===== config.mk =====
export PLATFORM = sky130hd
export DESIGN_NAME = data_in_64_to_8
export DESIGN_NICKNAME = d
export VERILOG_FILES = /design/src/rtl/data_conv_pkg.sv /design/src/rtl/rise_edge_detect.sv /design/src/rtl/data_in_64_to_8.sv
export SDC_FILE = /design/constraint.sdc
export NUM_CORES = 1
export LEC_CHECK = 0
export CAP_MARGIN = 20
export CORE_AREA = 2 2 134 84
export CTS_CLUSTER_DIAMETER = 40
export DETAILED_ROUTE_END_ITERATION = 10
export DIE_AREA = 0 0 136 86
export HOLD_SLACK_MARGIN = 0.1
export PLACE_DENSITY = 0.63
export SETUP_SLACK_MARGIN = 0.3
export SYNTH_ARGS = -nofsm -noshare
export SYNTH_HDL_FRONTEND = slang
export SYNTH_SLANG_ARGS = --single-unit

===== constraint.sdc =====
create_clock -name clk -period 3.34 [get_ports clk]
set_clock_uncertainty 0.05 [all_clocks]
set_input_delay 0.334 -clock clk [delete_from_list [all_inputs] [get_ports clk]]
set_output_delay 0.334 -clock clk [all_outputs]
set_load 0.03 [all_outputs]

===== src/rtl/data_conv_pkg.sv =====
// Shared definitions for the 64<->8 bit data converters: FSM state codes,
// byte count and byte-index width.
package data_conv_pkg;

  localparam int BYTE_NUM = 8;
  localparam int IDX_W    = 3;

  localparam logic [1:0] ST_IDLE = 2'd0;
  localparam logic [1:0] ST_SEND = 2'd1;
  localparam logic [1:0] ST_WAIT = 2'd2;
  localparam logic [1:0] ST_GAP  = 2'd3;

  typedef logic [IDX_W-1:0] byte_idx_t;

endpackage


===== src/rtl/rise_edge_detect.sv =====
// Single-register rising-edge detector. The arm flag suppresses a bogus
// event when the input is already high as reset releases.
module rise_edge_detect (
  input  logic clk,
  input  logic rst_n,
  input  logic in,
  output logic pulse
);

  logic in_q;
  logic armed;

  always_ff @(posedge clk or negedge rst_n) begin
    if (!rst_n) begin
      in_q  <= 1'b0;
      armed <= 1'b0;
    end else begin
      in_q  <= in;
      armed <= 1'b1;
    end
  end

  assign pulse = in & ~in_q & armed;

endmodule


===== src/rtl/data_in_64_to_8.sv =====
// Serializes a 64-bit word into 8 bytes for a UART transmitter, handshaking
// on tx_done. Define DATA_IN_MSB_FIRST_EN to send data_64[63:56] first.
module data_in_64_to_8
  import data_conv_pkg::*;
#(
  parameter int GAP_CYCLES = 2
) (
  input  logic        clk,
  input  logic        rst_n,
  input  logic [63:0] data_64,
  input  logic        data_64_valid,
  input  logic        tx_done,
  output logic [7:0]  data_8,
  output logic        tx_start,
  output logic        busy,
  output logic        frame_done,
  output logic        overrun
);

  localparam logic [3:0] GAP_LAST = 4'(GAP_CYCLES - 1);

  logic [1:0]  state;
  logic [63:0] shadow;
  byte_idx_t   idx;
  logic [3:0]  gap_cnt;
  logic        load_ev;
  logic        done_ev;

  function automatic logic [7:0] byte_sel(input logic [63:0] w, input byte_idx_t i);
`ifdef DATA_IN_MSB_FIRST_EN
    return w[{~i, 3'b000} +: 8];
`else
    return w[{i, 3'b000} +: 8];
`endif
  endfunction

  rise_edge_detect u_load_edge (
    .clk   (clk),
    .rst_n (rst_n),
    .in    (data_64_valid),
    .pulse (load_ev)
  );

  rise_edge_detect u_done_edge (
    .clk   (clk),
    .rst_n (rst_n),
    .in    (tx_done),
    .pulse (done_ev)
  );

  assign tx_start = (state == ST_SEND);

  always_ff @(posedge clk or negedge rst_n) begin
    if (!rst_n) begin
      state      <= ST_IDLE;
      shadow     <= '0;
      idx        <= '0;
      gap_cnt    <= '0;
      data_8     <= '0;
      busy       <= 1'b0;
      frame_done <= 1'b0;
      overrun    <= 1'b0;
    end else begin
      frame_done <= 1'b0;
      overrun    <= 1'b0;
      // The frame_done cycle still counts as part of the frame for loads.
      if (load_ev && (state != ST_IDLE || frame_done))
        overrun <= 1'b1;
      case (state)
        ST_IDLE: begin
          if (load_ev && !frame_done) begin
            shadow <= data_64;
            idx    <= '0;
            data_8 <= byte_sel(data_64, '0);
            busy   <= 1'b1;
            state  <= ST_SEND;
          end
        end
        ST_SEND: state <= ST_WAIT;
        ST_WAIT: begin
          if (done_ev) begin
            if (idx == byte_idx_t'(BYTE_NUM - 1)) begin
              frame_done <= 1'b1;
              busy       <= 1'b0;
              state      <= ST_IDLE;
            end else begin
              idx <= idx + 3'd1;
              if (GAP_CYCLES == 0) begin
                data_8 <= byte_sel(shadow, idx + 3'd1);
                state  <= ST_SEND;
              end else begin
                gap_cnt <= '0;
                state   <= ST_GAP;
              end
            end
          end
        end
        ST_GAP: begin
          if (gap_cnt == GAP_LAST) begin
            data_8 <= byte_sel(shadow, idx);
            state  <= ST_SEND;
          end else begin
            gap_cnt <= gap_cnt + 4'd1;
          end
        end
        default: state <= ST_IDLE;
      endcase
    end
  end

endmodule


==> metrics.md <==
| Metric | Value |
|---|---|
| Status | finished clean |
| DR iter-0 viols | 122 |
| Pint | 0.00308 W |
| Postcts setup bufs | 0 |
| Rel. slew slack | between 30% and 40% |
| Die X | 136 um |
| Psw | 0.00136 W |
| Critical R2R Launch | idx[0] |
| Ratio of cells with drive above 1 in the final layout | 29.9% |
| # diodes | 0 |
| Crit path time final | around 2.5 ns |
| Post-synthesis async set-or-reset flop share | 100% |
| Final WS setup | 0.863 ns |
| Layout area overhead | 30.2% |
| Reg power frac | between 40% and 50% |
| IO Port Bufs | between 70 and 80 |
| Switching Share | 30.6% |
| Fmax achieved | 404 MHz |
| Post-CTS Resized | 0 |
| Crit path buf inv count | 0 |
| CP most frequent cell | ha_1 |
| Vias in the first global route | 2624 |
| Largest net degree at the start of global routing | 66 |
| Die height | 86 um |
| Core Area | a little over 10000 um2 |
| Fin nets | 433 |
| CTS tree | built |
| DR vias | 2511 |
| WHS | 0.427 ns |
| Crit path kind | register to register |
| Final HPWL DP | 6480 um |
| Post-synth EDFFs | 0 |
| Hold Path Depth | 1 |
| Crit path DAT | 2.62 ns |
| Final Max Slew Viols | 0 |
| Yosys reg bits | 87 |
| Min-delay src | data_8[4] |
| Max FO, Critical Path | 15 |
| Worst reg2reg path depth | 5 |
| Pre-CTS WS | 0.815 ns |
| Distinct cells, synth | 38 |
| Unrepaired setup endpoints after global routing | no |
| CTS max path bufs | 2 |
| Root Driver | clkbuf_16 |
| Tot GR Track Use | between 10% and 20% |
| Vias per cell | 5.02 |
| Most instantiated library cell after synthesis | dfrtp_1 |
| CTS Sinks | 87 |
| Grt ovf | 0 |
| Clock transition at path regs | 0.06 ns |
| Pleak | 2.28 nW |
| Worst-skew pair later-pin latency | 0.33 ns |
| Area leader, netlist | dfrtp_1 |
| CP Launch Type | register |
| Max-cap violation count | 0 |
| Cell family with most CP delay | compound AO/OA/AOI/OAI gates |
| Final WL | 8920 um |
| TritonCTS Buffers | 9 |
| Num ports | 80 |
| Yosys top cell area share | ~54% |
| Post-route DRC | 0 |
| Critical Path RT | 3.48 ns |
| R2R Setup Slk | 0.86 ns |
| Gate power share | between 30% and 40% |
| Slew @ Worst Pin | 0.910 ns |
| FILL cells | 905 |
| Synthesis Warnings | 0 |
| Pre-Repair DR Iteration Count | 4 |
| Rows | 29 |
| Worst Hold Path EP | data_8[4] |
| Post-synthesis sequential area ratio | 53.6% |
| Worst path depth | 5 |
| Largest cells by area after synthesis | dfrtp_1 54%, mux2_2 18%, mux4_2 8.9% |
| Peak per-stage delay on the critical path | 0.67 ns |
| Reg-to-Reg End | gap_cnt[1] |
| Mean Syn Cell Area | 14.7 um2 |
| Antenna-violating nets left | 0 |
| Most used DFF post-synth | dfrtp_1 |
| Initial Util | 39.1% |
| Post-Synthesis Cells | 276 |
| Commonest cells post-synth | 87 x dfrtp_1, 65 x mux2_2, 16 x mux4_2 |
| Setup TNS | 0 ns |
| Peak supply drop | 0.335 mV |
| H-Tree Depth | 3 |
| Crit-path cells | ha_1, ha_1, o21ai_0, a21boi_0, o22ai_1 |
| Worst min path class | register to register |
| Pwr dens | 838 nW/um2 |
| Antenna violations before repair | 0 |
| Slowest-stage cell, CP | dfrtp_1 |
| Critical path capture point type | register |
| First-pass GRT wire length | approximately 14000 um |
| Clk pwr share | 23.6% |
| GPL Wtd Cong | 0.754 |
| Worst setup path start | idx[0] |
| Fin. Hold Viols | 0 |
| Cell area after synthesis | 4060 um2 |
| Period utilization | between 70% and 80% |
| Die Area | 11700 um2 |
| Setup violators final | 0 |
| Drt wl/cell | 17.8 um |
| Hold Buf Count CTS | 1 |
| Syn_nets | 353 |
## area by class of cell
class / count / area (um2) / share of cell area, %
repair buffers: 84 / 841 / 15.9
well taps: 139 / 174 / 3.29
clock buffers: 10 / 229 / 4.33
multi-input cells: 169 / 1770 / 33.4
inverters: 5 / 20.0 / 0.378
clock inverters: 6 / 85.1 / 1.61
flip-flops and latches: 87 / 2180 / 41.1
## cell usage in the layout, fill, tap and decap left out, types with 8 or more instances in the layout
cell	netlist	layout
a21o_1	8	8
nor2_1	10	10
clkdlybuf4s50_1	0	78
mux2i_1	12	12
mux4_2	16	16
ha_1	9	9
mux2_2	65	65
dfrtp_1	87	87
clkbuf_16	0	9
## stage by stage
stage / cell area [um2] / cells / power [W] / util [%]
floorplan: 4060 / 276 / 0.00292 / -
CTS: 5290 / 500 / 0.00447 / 51.0
finish: 5290 / 500 / 0.00443 / 51.0
global route: 5290 / 500 / 0.00471 / 51.0
global placement: 4970 / 483 / 0.00335 / 47.9
detailed placement: 4970 / 483 / 0.00341 / 47.9
## power groups by stage
stage | combinational, W | clock [W] | sequential, W
floorplan | 0.00110 | 0 | 0.00182
finish | 0.00156 | 0.00105 | 0.00182
CTS | 0.00157 | 0.00107 | 0.00182
detailed placement | 0.00157 | 0 | 0.00184
global route | 0.00170 | 0.00112 | 0.00189
global placement | 0.00152 | 0 | 0.00183
## worst max-delay path by stage
stage / to / slack, ns
global route: gap_cnt[1] / 0.53
detailed placement: gap_cnt[1] / 0.82
finish: gap_cnt[1] / 0.86
CTS: gap_cnt[1] / 0.81
global placement: gap_cnt[3] / 0.96
floorplan: idx[0] / 1.50
## state kept, by name (all words and copies together), names as in the netlist
name,count
frame_done,1
state,2
busy,1
u_load_edge.in_q,1
data_8,8
shadow,64
idx,3
u_done_edge.in_q,1
overrun,1
gap_cnt,4
u_done_edge.armed,1
## cell families after synthesis
logic type / share of synthesized area (%)
buf+inv: 3.08
other cells: 0.0923
fa+ha+maj: 2.77
mux: 29.8
simple gates: 4.65
compound gates: 5.97
flops: 53.6
## per-layer routing
layer	track usage (%)	part of all wire [%]	vias up
met1	26.1	53	1270
li1	-	-	1170
met5	0	0	-
met4	3.13	0.37	0
met3	4.73	6.7	4
met2	21.7	40	67
Note: power is estimated with default switching activity, not from simulation.
